--- src/rtl/vga_pkg.sv ---
// vga_pkg: shared VGA 640x480 timing defaults, widths, types and colour constants
package vga_pkg;
  localparam int H_DISPLAY = 640;
  localparam int H_FRONT   = 16;
  localparam int H_SYNC    = 96;
  localparam int H_BACK    = 48;
  localparam int H_TOTAL   = H_DISPLAY + H_FRONT + H_SYNC + H_BACK;
  localparam int V_DISPLAY = 480;
  localparam int V_FRONT   = 10;
  localparam int V_SYNC    = 2;
  localparam int V_BACK    = 33;
  localparam int V_TOTAL   = V_DISPLAY + V_FRONT + V_SYNC + V_BACK;
  localparam int COORD_W   = 10;
  localparam int RGB_W     = 3;
  typedef logic [COORD_W-1:0] coord_t;
  typedef logic [RGB_W-1:0] rgb_t;
  localparam rgb_t BLACK  = 3'b000;
  localparam rgb_t RED    = 3'b100;
  localparam rgb_t YELLOW = 3'b110;
  localparam rgb_t WHITE  = 3'b111;
  localparam rgb_t BLUE   = 3'b001;
endpackage

--- src/rtl/vga_sync_gen_if.sv ---
// vga_sync_gen_if: pixel-coordinate/colour bus between the timing generator and graphics/DAC side
interface vga_sync_gen_if;
  import vga_pkg::*;
  rgb_t   rgb_in;
  rgb_t   rgb_out;
  coord_t x;
  coord_t y;
  logic   pix_tick;
  logic   frame_tick;
  logic   video_on;
  logic   hsync;
  logic   vsync;
  modport master (
    input  rgb_in,
    output x, y, pix_tick, frame_tick, video_on, hsync, vsync, rgb_out
  );
  modport slave (
    output rgb_in,
    input  x, y, pix_tick, frame_tick, video_on, hsync, vsync, rgb_out
  );
endinterface

--- src/rtl/vga_axis_cnt.sv ---
// vga_axis_cnt: one timing axis counter with visible/sync/last decode
module vga_axis_cnt import vga_pkg::*; #(
  parameter int DISPLAY = 640,
  parameter int FRONT   = 16,
  parameter int SYNC    = 96,
  parameter int BACK    = 48
) (
  input  logic   clk,
  input  logic   rst,
  input  logic   i_en,
  output coord_t o_cnt,
  output logic   o_vis,
  output logic   o_sync_n,
  output logic   o_last
);
  localparam int     TOTAL   = DISPLAY + FRONT + SYNC + BACK;
  localparam coord_t C_DISP  = coord_t'(DISPLAY);
  localparam coord_t C_SYNC0 = coord_t'(DISPLAY + FRONT);
  localparam coord_t C_SYNC1 = coord_t'(DISPLAY + FRONT + SYNC - 1);
  localparam coord_t C_LAST  = coord_t'(TOTAL - 1);
  if (TOTAL > 1024 || TOTAL < 2) begin : g_bad_total
    $error("vga_axis_cnt: axis total must be 2..1024");
  end
  coord_t r_cnt;
  always_ff @(posedge clk or negedge rst)
    if (!rst) r_cnt <= '0;
    else if (i_en) r_cnt <= o_last ? '0 : r_cnt + coord_t'(1);
  assign o_cnt    = r_cnt;
  assign o_last   = r_cnt == C_LAST;
  assign o_vis    = r_cnt < C_DISP;
  assign o_sync_n = !(r_cnt >= C_SYNC0 && r_cnt <= C_SYNC1);
endmodule

--- src/rtl/vga_sync_gen.sv ---
// vga_sync_gen: VGA timing generator with pixel divider, x/y counters and registered blanked output stage
module vga_sync_gen #(
  parameter int H_DISPLAY = vga_pkg::H_DISPLAY,
  parameter int H_FRONT   = vga_pkg::H_FRONT,
  parameter int H_SYNC    = vga_pkg::H_SYNC,
  parameter int H_BACK    = vga_pkg::H_BACK,
  parameter int V_DISPLAY = vga_pkg::V_DISPLAY,
  parameter int V_FRONT   = vga_pkg::V_FRONT,
  parameter int V_SYNC    = vga_pkg::V_SYNC,
  parameter int V_BACK    = vga_pkg::V_BACK,
  parameter int PIX_DIV   = 2
) (
  input logic            clk,
  input logic            rst,
  vga_sync_gen_if.master bus
);
  import vga_pkg::*;
  localparam int            DW       = PIX_DIV > 1 ? $clog2(PIX_DIV) : 1;
  localparam logic [DW-1:0] DIV_LAST = DW'(PIX_DIV - 1);
  if (PIX_DIV < 1) begin : g_bad_div
    $error("vga_sync_gen: PIX_DIV must be at least 1");
  end
  logic [DW-1:0] r_div;
  logic          w_tick;
  logic          w_h_last;
  logic          w_v_last;
  logic          w_h_vis;
  logic          w_v_vis;
  logic          w_hs_n;
  logic          w_vs_n;
  logic          w_vis;
  coord_t        w_h_cnt;
  coord_t        w_v_cnt;
  logic          r_video_on;
  logic          r_hsync;
  logic          r_vsync;
  rgb_t          r_rgb;
  always_ff @(posedge clk or negedge rst)
    if (!rst) r_div <= '0;
    else r_div <= (r_div == DIV_LAST) ? '0 : r_div + DW'(1);
  // gated by rst so the tick (and frame_tick) reads 0 while held in reset, even at PIX_DIV=1
  assign w_tick = rst && (r_div == DIV_LAST);
  vga_axis_cnt #(
    .DISPLAY (H_DISPLAY),
    .FRONT   (H_FRONT),
    .SYNC    (H_SYNC),
    .BACK    (H_BACK)
  ) u_h (
    .clk      (clk),
    .rst      (rst),
    .i_en     (w_tick),
    .o_cnt    (w_h_cnt),
    .o_vis    (w_h_vis),
    .o_sync_n (w_hs_n),
    .o_last   (w_h_last)
  );
  vga_axis_cnt #(
    .DISPLAY (V_DISPLAY),
    .FRONT   (V_FRONT),
    .SYNC    (V_SYNC),
    .BACK    (V_BACK)
  ) u_v (
    .clk      (clk),
    .rst      (rst),
    .i_en     (w_tick && w_h_last),
    .o_cnt    (w_v_cnt),
    .o_vis    (w_v_vis),
    .o_sync_n (w_vs_n),
    .o_last   (w_v_last)
  );
  assign w_vis = w_h_vis && w_v_vis;
  // output stage lags the counters by one pixel so colour and syncs stay aligned
  always_ff @(posedge clk or negedge rst)
    if (!rst) begin
      r_video_on <= 1'b0;
      r_hsync    <= 1'b1;
      r_vsync    <= 1'b1;
      r_rgb      <= BLACK;
    end else if (w_tick) begin
      r_video_on <= w_vis;
      r_hsync    <= w_hs_n;
      r_vsync    <= w_vs_n;
      r_rgb      <= w_vis ? bus.rgb_in : BLACK;
    end
  assign bus.x          = w_h_cnt;
  assign bus.y          = w_v_cnt;
  assign bus.pix_tick   = w_tick;
  assign bus.frame_tick = w_tick && w_h_last && w_v_last;
  assign bus.video_on   = r_video_on;
  assign bus.hsync      = r_hsync;
  assign bus.vsync      = r_vsync;
  assign bus.rgb_out    = r_rgb;
endmodule

--- src/flat_wrapper.sv ---
// flat-port wrapper written by rule: the top's interface ports become plain ports
module vga_sync_gen_flat import vga_pkg::*;
#(
  parameter int H_DISPLAY = vga_pkg::H_DISPLAY,
  parameter int H_FRONT   = vga_pkg::H_FRONT,
  parameter int H_SYNC    = vga_pkg::H_SYNC,
  parameter int H_BACK    = vga_pkg::H_BACK,
  parameter int V_DISPLAY = vga_pkg::V_DISPLAY,
  parameter int V_FRONT   = vga_pkg::V_FRONT,
  parameter int V_SYNC    = vga_pkg::V_SYNC,
  parameter int V_BACK    = vga_pkg::V_BACK,
  parameter int PIX_DIV   = 2
)
  (clk, rst, bus_rgb_in, bus_x, bus_y, bus_pix_tick, bus_frame_tick, bus_video_on, bus_hsync, bus_vsync, bus_rgb_out);
  vga_sync_gen_if bus_i ();
  input logic clk;
  input logic rst;
  input wire logic [$bits(bus_i.rgb_in)-1:0] bus_rgb_in;
  output wire logic [$bits(bus_i.x)-1:0] bus_x;
  output wire logic [$bits(bus_i.y)-1:0] bus_y;
  output wire logic [$bits(bus_i.pix_tick)-1:0] bus_pix_tick;
  output wire logic [$bits(bus_i.frame_tick)-1:0] bus_frame_tick;
  output wire logic [$bits(bus_i.video_on)-1:0] bus_video_on;
  output wire logic [$bits(bus_i.hsync)-1:0] bus_hsync;
  output wire logic [$bits(bus_i.vsync)-1:0] bus_vsync;
  output wire logic [$bits(bus_i.rgb_out)-1:0] bus_rgb_out;
  assign bus_i.rgb_in = bus_rgb_in;
  assign bus_x = bus_i.x;
  assign bus_y = bus_i.y;
  assign bus_pix_tick = bus_i.pix_tick;
  assign bus_frame_tick = bus_i.frame_tick;
  assign bus_video_on = bus_i.video_on;
  assign bus_hsync = bus_i.hsync;
  assign bus_vsync = bus_i.vsync;
  assign bus_rgb_out = bus_i.rgb_out;
  vga_sync_gen #(.H_DISPLAY(H_DISPLAY), .H_FRONT(H_FRONT), .H_SYNC(H_SYNC), .H_BACK(H_BACK), .V_DISPLAY(V_DISPLAY), .V_FRONT(V_FRONT), .V_SYNC(V_SYNC), .V_BACK(V_BACK), .PIX_DIV(PIX_DIV)) u_core (.clk(clk), .rst(rst), .bus(bus_i));
endmodule
--- config.mk ---
export PLATFORM = sky130hd
export DESIGN_NAME = vga_sync_gen_flat
export DESIGN_NICKNAME = d
export VERILOG_FILES = /design/src/rtl/vga_pkg.sv /design/src/rtl/vga_sync_gen_if.sv /design/src/rtl/vga_axis_cnt.sv /design/src/rtl/vga_sync_gen.sv /design/src/flat_wrapper.sv
export SDC_FILE = /design/constraint.sdc
export NUM_CORES = 1
export LEC_CHECK = 0
export BUFFER_PORTS_ARGS = -buffer_cell sky130_fd_sc_hd__buf_2
export CORE_MARGIN = 2
export CORE_UTILIZATION = 45
export CTS_CLUSTER_SIZE = 12
export DETAILED_ROUTE_END_ITERATION = 6
export GPL_ROUTABILITY_DRIVEN = 1
export MAX_ROUTING_LAYER = met4
export PLACE_DENSITY = 0.69
export SYNTH_ARGS = -nofsm -noshare
export SYNTH_HDL_FRONTEND = slang
export SYNTH_SLANG_ARGS = --single-unit
--- constraint.sdc ---
create_clock -name clk -period 4 [get_ports clk]
set_input_delay 1 -clock clk [delete_from_list [all_inputs] [get_ports clk]]
set_output_delay 1 -clock clk [all_outputs]
set_load 0.02 [all_outputs]
==> results.md, run 1 <==
* Status: completed
* Total power at 0.590 mW
* Critical-path maximum fanout at 8
* ANT cells at 0
* Finished Cell Area at 1540 sq um
* Int Pwr at 0.389 mW
* Count of final hold-check violations at 0
* Worst Setup Path Type: in2out
* Worst slew pin tran at 834 ps
* Register bit total from synthesis at 27
* Grt met3 use at 0.0264
* Area delta synth->final at 15.9%
* Vias in the first global route at 1059
* Mapped Avg Cell Area at 10.3 sq um
* Unrepaired setup endpoints after global routing: false
* Worst Path Arrival at 2230 ps
* Via density at 5.67
* Netlist cell types at 36
* Max-cap violations at 0
* Register share of total power at 0.573
* Yosys warns at 0
* Clock root cell: clkbuf_4
* Postcts setup bufs at 0
* Global-route met1 utilization at 0.251
* Most frequent cells in the layout: buf_2, dfrtp_1, nand3_1, o21ai_0
* Leak at 0.766 nW
* Critical Path Source: rst
* Sw frac at 0.340
* Most common cell after layout, fill and taps aside: buf_2
* Max_slew headroom at 0.439
* Row cnt at 19
* WL/cell at 15.0 microns
* Logic pwr share at 0.232
* Final Wtd Congestion at 0.914
* Final WL at 2.89 mm
* Initial antenna violation count at 0
* Die area at 3410 sq um
* Bufs on Longest Clock Path at 2
* Clk_lat worst skew at 320 ps
* Clk slew on worst S/H paths at 140 ps
* Layout cells sized above 1 at 0.247
* Die X-Extent at 58.4 microns
* Pwr per Cell Area at 382 nW/um^2
* # DRC at 0
* Grt met2 use at 0.305
* Clock power share at 0.196
* Fmax at 0.310 GHz
* DIE HEIGHT at 58.4 microns
* Starting Density at 0.479
* First-pass GRT wire length at 4.92 mm
* Cts repair resizes at 0
* GRT busiest layer: met2
* CTS tree: done
* Placeable Area at 2780 sq um
* R2r endpoint: u_core.u_h.o_cnt[9]
* Register area share after synthesis at 0.509
* Worst R2R Start: u_core.u_h.o_cnt[7]
* Synth Net Count at 138
* Total grt overflow at 0
* Fin Setup TNS at 0 ps
* Post-layout min period at 3230 ps
* H-Tree Level Count at 1
* DPL Wire Length at 2.04 mm
* R2R cell count at 4
* Tcrit/Tclk final at 0.807
* Clk sinks at 27
* Count of input and output buffers at 32
* Vias at 1095
* CTS Buf Count at 3
* CP endpoint: bus_frame_tick
* Post-route ant nets at 0
* Largest net degree at the start of global routing at 28
* Max-slew violations at 0
* # IOs at 33
* Crit. End Element: primary output
* Hold Crit Class: reg2reg
* R2R setup slack at 1960 ps
* WP data required at 3000 ps
* # hold bufs at CTS at 0
* Layout Skew at 12.3 ps
* Cell count after synthesis at 129
* Post-Syn Area at 1330 sq um
* Switching Power at 0.201 mW
* Nets@finish at 172
* GRT Util Overall at 0.194
* Endpoints failing setup at 0
* DRT iter0 DRCs at 36
* Peak supply drop at 0.000310 V
* Worst setup SP type: input port
* Drt first pass iters at 4
* Placement Cell Area at 1520 sq um
[final cells by class]
| class | count | area, sq um |
|---|---|---|
| inverters | 6 | 22.5 |
| fillers | 266 | 1240 |
| flip-flops and latches | 27 | 678 |
| multi-input cells | 91 | 602 |
| repair buffers | 34 | 175 |
| well taps | 31 | 38.8 |
| clock buffers | 4 | 26.3 |
[per-stage QoR]
| step | util | worst slack, ps | hold WS, ps | cells |
|---|---|---|---|---|
| floorplan | - | 861 | 395 | 129 |
| global placement | 0.545 | 808 | 413 | 189 |
| detailed placement | 0.545 | 776 | 413 | 189 |
| CTS | 0.555 | 773 | 432 | 193 |
| global route | 0.555 | 642 | 451 | 193 |
| finish | 0.555 | 774 | 430 | 193 |
[flip-flops by register name, summed over array words and instances (netlist names)]
| register | cells |
|---|---|
| u_core.u_v.o_cnt | 10 |
| u_core.bus.rgb_out | 3 |
| u_core.bus.hsync | 1 |
| u_core.bus.vsync | 1 |
| u_core.u_h.o_cnt | 10 |
| u_core.r_div | 1 |
| u_core.bus.video_on | 1 |
[Yosys cell counts, drive strengths merged]
master / count / area share
dfrtp: 25 / 0.47
nand3: 11 / 0.041
o21ai: 9 / 0.034
nor2: 7 / 0.020
xnor2: 7 / 0.046
inv: 6 / 0.017
nand2: 6 / 0.017
nand4: 6 / 0.028
or3: 5 / 0.023
ha: 4 / 0.038
xor2: 4 / 0.026
a21oi: 3 / 0.011
a22o: 3 / 0.020
and3: 3 / 0.014
buf: 3 / 0.016
nor4: 3 / 0.014
nor4b: 3 / 0.020
and2: 2 / 0.0094
clkbuf: 2 / 0.0056
dfstp: 2 / 0.039
nor3: 2 / 0.0075
a21o: 1 / 0.0056
a41oi: 1 / 0.0066
and4: 1 / 0.0066
nand4b: 1 / 0.0066
nor2b: 1 / 0.0047
nor4bb: 1 / 0.0075
o2111a: 1 / 0.0085
o211a: 1 / 0.0075
o21a: 1 / 0.0056
o22ai: 1 / 0.0047
o31ai: 1 / 0.0056
or2: 1 / 0.0047
or4: 1 / 0.0085
[power groups by stage]
stage               Sequential [mW]  Combinational [mW]  Clock, mW
finish                        0.338               0.137      0.115
global route                  0.344               0.151      0.133
CTS                           0.338               0.138      0.119
detailed placement            0.343               0.137          0
global placement              0.340               0.136          0
floorplan                     0.365              0.0673          0
[metal layers]
metal	part of all wire	wire length [microns]	up-vias
met5	0	0	-
met4	0.018	51	0
met3	0.033	96	7
met2	0.48	1390	24
met1	0.47	1360	529
li1	-	-	535
[kinds of logic after synthesis]
| kind of cell | after synthesis | synth area share |
|---|---|---|
| AO/OA/AOI/OAI | 22 | 0.109 |
| adder cells (fa/ha/maj) | 4 | 0.0376 |
| flip-flops | 27 | 0.509 |
| AND/OR/NAND/NOR | 54 | 0.233 |
| XOR/XNOR | 11 | 0.0724 |
| buffers and inverters | 11 | 0.0385 |
[worst max-delay path, cell delays in order]
cell and delay (ps):
buf_2 90, nand2_1 80, or4_4 590, nor2_1 250, buf_2 220
[worst min path at each step]
stage / from / to / slack (ps) / cells after the start
floorplan: u_core.r_div / u_core.r_div / 390 / 1
global route: u_core.r_div / u_core.r_div / 450 / 1
CTS: u_core.r_div / u_core.r_div / 430 / 1
global placement: u_core.r_div / u_core.r_div / 410 / 1
detailed placement: u_core.r_div / u_core.r_div / 410 / 1
finish: u_core.r_div / u_core.r_div / 430 / 1
(Power assumes the default switching activity.)
==> inputs of run 2 (changes only) <==
--- a/config.mk
+++ b/config.mk
@@ -5,6 +5,7 @@
 export SDC_FILE = /design/constraint.sdc
 export NUM_CORES = 1
 export LEC_CHECK = 0
+export ABC_AREA = 1
 export BUFFER_PORTS_ARGS = -buffer_cell sky130_fd_sc_hd__buf_2
 export CORE_MARGIN = 2
 export CORE_UTILIZATION = 45
@@ -12,7 +13,7 @@
 export DETAILED_ROUTE_END_ITERATION = 6
 export GPL_ROUTABILITY_DRIVEN = 1
 export MAX_ROUTING_LAYER = met4
-export PLACE_DENSITY = 0.69
+export PLACE_DENSITY = 0.68
 export SYNTH_ARGS = -nofsm -noshare
 export SYNTH_HDL_FRONTEND = slang
 export SYNTH_SLANG_ARGS = --single-unit
==> constraint.sdc (replaced) <==
create_clock -name clk -period 3.05 [get_ports clk]
set_input_delay 0.7625 -clock clk [delete_from_list [all_inputs] [get_ports clk]]
set_output_delay 0.7625 -clock clk [all_outputs]
set_load 0.02 [all_outputs]
==> run 2 against run 1 <==
  * Via count is 24% higher
  * Routed wire length is 7.8% higher
  * Worst setup slack worse by 200 ps
  * Critical endpoint unchanged
  * Largest cell class is now multi-input combinational cells
  * Largest power group unchanged
==> results.md, run 2 <==
* DPL Wire Length at 2.34 mm
* Post-Syn Area at 1530 sq um
* Non-filler instance count after layout at 282
* Final WL at 3.12 mm
* Area delta synth->final at 15.0%
* R2r endpoint: u_core.u_v.o_cnt[6]
* Layout Skew at 5.78 ps
* R2R setup slack at 1300 ps
* Largest net degree at the start of global routing at 29
* Unrepaired setup endpoints after global routing: false
* Post-layout min period at 2480 ps
* Max-slew violations at 0
* Placeable Area at 3310 sq um
* Fin Setup TNS at 0 ps
* Worst Path Arrival at 1710 ps
* Drt first pass iters at 4
* Synth top area cells: dfrtp_1, nand2_1, nand3_1
* Cell at the slowest stage of the critical path: dfrtp_1
* ANT cells at 0
* Dpl cells at 278
* Met2 routed WL at 1.31 mm
* Yosys warns at 0
* Total grt overflow at 0
* Max-cap violations at 0
* DIE HEIGHT at 62.3 microns
* Via density at 4.80
* Finished Cell Area at 1760 sq um
* Vias in the first global route at 1294
* Most common cell after layout, fill and taps aside: nand2_1
* Netlist cell types at 21
* WL/cell at 11.1 microns
* Critical-path maximum fanout at 5
* WP data required at 2290 ps
* DRT iter0 DRCs at 43
* Highest routed layer: met4
* Worst setup SP type: register
* Clk_lat worst skew at 330 ps
* Final core utilization at 0.531
* Top-area cell type share of the netlist area at 0.409
* # DRC at 0
* Starting Density at 0.462
* Postcts setup bufs at 0
* Initial antenna violation count at 0
* Clk sinks at 27
* Most frequent cells in the layout: nand2_1, buf_2, nor2_1, dfrtp_1, nand3_1
* Placement Cell Area at 1730 sq um
* Status: completed
* Cell count after synthesis at 203
* Worst R2R Start: u_core.u_h.o_cnt[0]
* Worst slew pin tran at 350 ps
* First-pass GRT wire length at 5.60 mm
* Hold Crit Class: in2async
* EDFF count, synth at 0
* Mapped Avg Cell Area at 7.54 sq um
* Wire length on met1 at 1.64 mm
* # IOs at 33
* Fmax at 0.404 GHz
* Register bit total from synthesis at 27
* GRT Util Overall at 0.183
* Crit-path max cell delay at 420 ps
* Die X-Extent at 62.3 microns
* # hold bufs at CTS at 0
* Cts repair resizes at 0
* Count of input and output buffers at 32
* CTS tree: done
* Met3 wire len at 112 microns
* Share of synthesized registers carrying an async set or reset at 1.00
* H-Tree Level Count at 1
* Crit-path cells: ha_1, nand3_1, inv_2, nand4_1, nor2_1, buf_2
* Final Wtd Congestion at 0.893
* CTS Buf Count at 3
* Register area share after synthesis at 0.443
* Bufs on Longest Clock Path at 2
* Count of final hold-check violations at 0
* Pwr per Cell Area at 468 nW/um^2
* Top cell type by total area after synthesis: dfrtp_1
* Clock root cell: clkbuf_4
* Peak supply drop at 0.000195 V
* Top post-synthesis cells by count: nand2_1, dfrtp_1, nor2_1
* Nets@finish at 246
* Die area at 3880 sq um
* Tcrit/Tclk final at 0.812
* R2R cell count at 8
* Endpoints failing setup at 0
* Total power at 0.822 mW
* Max_slew headroom at 0.767
* Most frequent cell after synthesis: nand2_1
* Post-route ant nets at 0
* Layout cells sized above 1 at 0.220
* Row cnt at 21
* Leak at 0.904 nW
* Worst Setup Path Type: reg2out
* Synth Net Count at 212
* Vias at 1355
* Clk slew on worst S/H paths at 150 ps
* Prevailing post-synth register cell: dfrtp_1
* Crit. End Element: primary output
## run 2: changes by cell type after synthesis, moves of 5 or more
cell / delta
nand2_1: +51
nor2_1: +18
inv_1: +12
o21ai_1: +11
nand3_1: +8
inv_2: +7
or3_1: -5
## run 2: worst max-delay path: cells and delay by family, from the launching register on
family	cells	cell delay (ps)
and+or+nand+nor	3	460
DFF	1	420
buffers and inverters	2	310
adders and majority gates	1	200
## run 2: where the power goes
| group | internal (mW) | switching [mW] | leakage (nW) |
|---|---|---|---|
| Combinational | 0.0748 | 0.145 | 0.558 |
| Sequential | 0.402 | 0.0411 | 0.328 |
| Clock | 0.0493 | 0.110 | 0.0177 |
| Total | 0.526 | 0.297 | 0.904 |
## run 2: worst max path at each step
stage                        start              to  cells past startpoint  slack, ps
2_1_floorplan  u_core.u_h.o_cnt[1]  bus_frame_tick                      5        940
3_3_place_gp                   rst  bus_frame_tick                      6        770
3_5_place_dp                   rst  bus_frame_tick                      6        750
4_1_cts        u_core.u_h.o_cnt[1]  bus_frame_tick                      6        590
5_1_grt        u_core.u_h.o_cnt[1]  bus_frame_tick                      6        350
6_report       u_core.u_h.o_cnt[0]  bus_frame_tick                      6        570
## run 2: cell families after synthesis
group	synth area share
AOI/OAI and AO/OA	0.0589
xor gates and xnor gates	0.0458
adders and majority gates	0.0327
buffers and inverters	0.0818
and+or+nand+nor	0.338
DFF	0.443
## run 2: routing by layer
metal,vias to the layer above,global-route usage
met2,27,0.288
met5,-,-
li1,717,-
met4,0,0.0722
met3,6,0.0163
met1,605,0.245
## run 2: layout make-up
cell class | instances | area, sq um
fillers | 346 | 1550
well taps | 46 | 57.6
repair buffers | 34 | 175
clock buffers | 3 | 22.5
inverters | 25 | 93.8
multi-input cells | 146 | 727
clock inverters | 1 | 5.00
flip-flops and latches | 27 | 678
## run 2: per-stage QoR
step	setup WS, ps	hold WS [ps]
after floorplan	944	416
after global placement	766	455
after detailed placement	749	464
after CTS	594	445
after global routing	354	434
final	573	430
==> inputs of run 3 (changes only) <==
--- a/config.mk
+++ b/config.mk
@@ -5,7 +5,7 @@
 export SDC_FILE = /design/constraint.sdc
 export NUM_CORES = 1
 export LEC_CHECK = 0
-export ABC_AREA = 1
+export ABC_AREA = 0
 export BUFFER_PORTS_ARGS = -buffer_cell sky130_fd_sc_hd__buf_2
 export CORE_MARGIN = 2
 export CORE_UTILIZATION = 45
@@ -13,7 +13,7 @@
 export DETAILED_ROUTE_END_ITERATION = 6
 export GPL_ROUTABILITY_DRIVEN = 1
 export MAX_ROUTING_LAYER = met4
-export PLACE_DENSITY = 0.68
+export PLACE_DENSITY = 0.72
 export SYNTH_ARGS = -nofsm -noshare
 export SYNTH_HDL_FRONTEND = slang
 export SYNTH_SLANG_ARGS = --single-unit
==> constraint.sdc (replaced) <==
create_clock -name clk -period 2.2 [get_ports clk]
set_input_delay 0.55 -clock clk [delete_from_list [all_inputs] [get_ports clk]]
set_output_delay 0.55 -clock clk [all_outputs]
set_load 0.02 [all_outputs]
==> run 3 against run 2 <==
  * The run now ends with negative setup slack left
  * Design area is 0.28% higher
  * Combinational power is 61% higher
  * Utilization is 10 points higher
  * Register-to-register slack worse by 1100 ps
  * Worst setup slack worse by 740 ps
  * Via count is 11% lower
  * Sequential share of layout area hardly changed
  * Global-route usage is 2.4 points higher
  * Critical endpoint unchanged
==> results.md, run 3 (same netlist as run 1, synthesis figures left out) <==
* Worst Setup Path Type: reg2out
* Status: finished with violations
* WL/cell at 14.6 microns
* Clk_lat worst skew at 340 ps
* Post-layout min period at 2360 ps
* Final WS setup at -164 ps
* Leak at 0.874 nW
* Clk sinks at 27
* Peak supply drop at 0.000519 V
* DPL Wire Length at 2.20 mm
* Finished Cell Area at 1760 sq um
* Cell at the slowest stage of the critical path: or4_4
* Endpoints failing setup at 1
* Worst slew pin tran at 412 ps
* WP data required at 1650 ps
* Vias in the first global route at 1151
* Dpl cells at 203
* DIE HEIGHT at 58.4 microns
* Final WL at 3.16 mm
* Row cnt at 19
* Hold Crit Class: in2async
* Via density at 5.53
* Die area at 3410 sq um
* Bufs on Longest Clock Path at 2
* Most common cell after layout, fill and taps aside: buf_2
* # IOs at 33
* Max_slew headroom at 0.723
* Max-slew violations at 0
* First-pass GRT wire length at 5.22 mm
* Die X-Extent at 58.4 microns
* Count of final hold-check violations at 0
* Crit-path cells: or2_1, or4_4, nor2_4, buf_6
* Tcrit/Tclk final at 1.07
* ANT cells at 0
* Area delta synth->final at 32.5%
* Initial antenna violation count at 0
* Worst setup SP type: register
* CTS Buf Count at 3
* Layout Skew at 6.89 ps
* Crit-path max cell delay at 540 ps
* Count of input and output buffers at 32
* Clock root cell: clkbuf_4
* Failing checks: negative setup slack
* Pwr per Cell Area at 664 nW/um^2
* # hold bufs at CTS at 0
* Worst Path Arrival at 1810 ps
* CP top delay family: simple AND/OR/NAND/NOR gates
* Placement Cell Area at 1630 sq um
* Max-cap violations at 0
* Starting Density at 0.479
* Vias at 1200
* CTS tree: done
* H-Tree Level Count at 1
* Largest net degree at the start of global routing at 28
* Nets@finish at 196
* # DRC at 0
* Most frequent cells in the layout: buf_2, buf_4, dfrtp_1, nand3_1, o21ai_0
* Unrepaired setup endpoints after global routing: true
* Final Wtd Congestion at 0.852
* DRT iter0 DRCs at 40
* Fmax at 0.423 GHz
* Post-route ant nets at 0
* GRT Util Overall at 0.206
* Bufs and invs on worst path at 1
* Placeable Area at 2780 sq um
* Crit. End Element: primary output
* Non-filler instance count after layout at 217
* Total grt overflow at 0
* Critical-path maximum fanout at 2
* Clk slew on worst S/H paths at 140 ps
* Layout cells sized above 1 at 0.387
* Drt first pass iters at 4
-- run 3: final cells by class --
| cell class | count | area [sq um] |
|---|---|---|
| timing repair buffer | 58 | 362 |
| clock buffer | 4 | 26.3 |
| sequential | 27 | 681 |
| multi-input combinational | 91 | 634 |
| inverter | 6 | 22.5 |
| tap | 31 | 38.8 |
| fill | 225 | 1020 |
-- run 3: final timing paths --
path	from	to	slack, ps	cells after the start
setup / recovery	u_core.u_h.o_cnt[5]	bus_frame_tick	-160	4
setup reg to reg	u_core.u_h.o_cnt[5]	u_core.u_v.o_cnt[4]	230	5
max in group asynchronous	rst	u_core.bus.hsync	1690	2
hold reg to reg	u_core.r_div	u_core.r_div	430	1
min in group clk	bus_rgb_in[1]	u_core.bus.rgb_out[1]	430	2
hold / removal	rst	u_core.u_v.o_cnt[6]	200	2
-- run 3: routing by layer --
metal | up-vias | global-route usage | share of wire
li1 | 579 | - | -
met1 | 571 | 0.263 | 0.42
met2 | 43 | 0.332 | 0.50
met3 | 7 | 0.0220 | 0.060
met4 | 0 | 0.0897 | 0.020
met5 | - | - | 0
-- run 3: power breakdown --
| part | internal [mW] | switching [mW] |
|---|---|---|
| clock | 0.0714 | 0.149 |
| sequential | 0.547 | 0.0476 |
| combinational | 0.154 | 0.201 |
| total | 0.773 | 0.398 |
-- run 3: repair_timing --
item / 4_1_cts / 5_1_grt
setup buffers: 6 / 4
endpoints found under the setup margin: 1 / 1
resized for setup: 4 / 4
pin swaps: 3 / 4
-- run 3: per-stage QoR --
step                setup WS (ps)  hold slack (ps)  total power [mW]  utilization  TNS (ps)
floorplan                   -4.18              254             0.786            -     -4.18
global placement             66.8              412             0.903        0.587         0
detailed placement           56.5              419             0.912        0.587         0
CTS                          -128              213              1.15        0.617      -128
global route                 -221              213              1.23        0.634      -221
finish                       -164              198              1.17        0.634      -164
-- run 3: worst reg2reg max path: cells and delay by family, from the launching register on --
kind / cells / cell delay (ps)
simple gates: 3 / 1130
compound gates: 1 / 170
flops: 1 / 430
buf+inv: 1 / 180
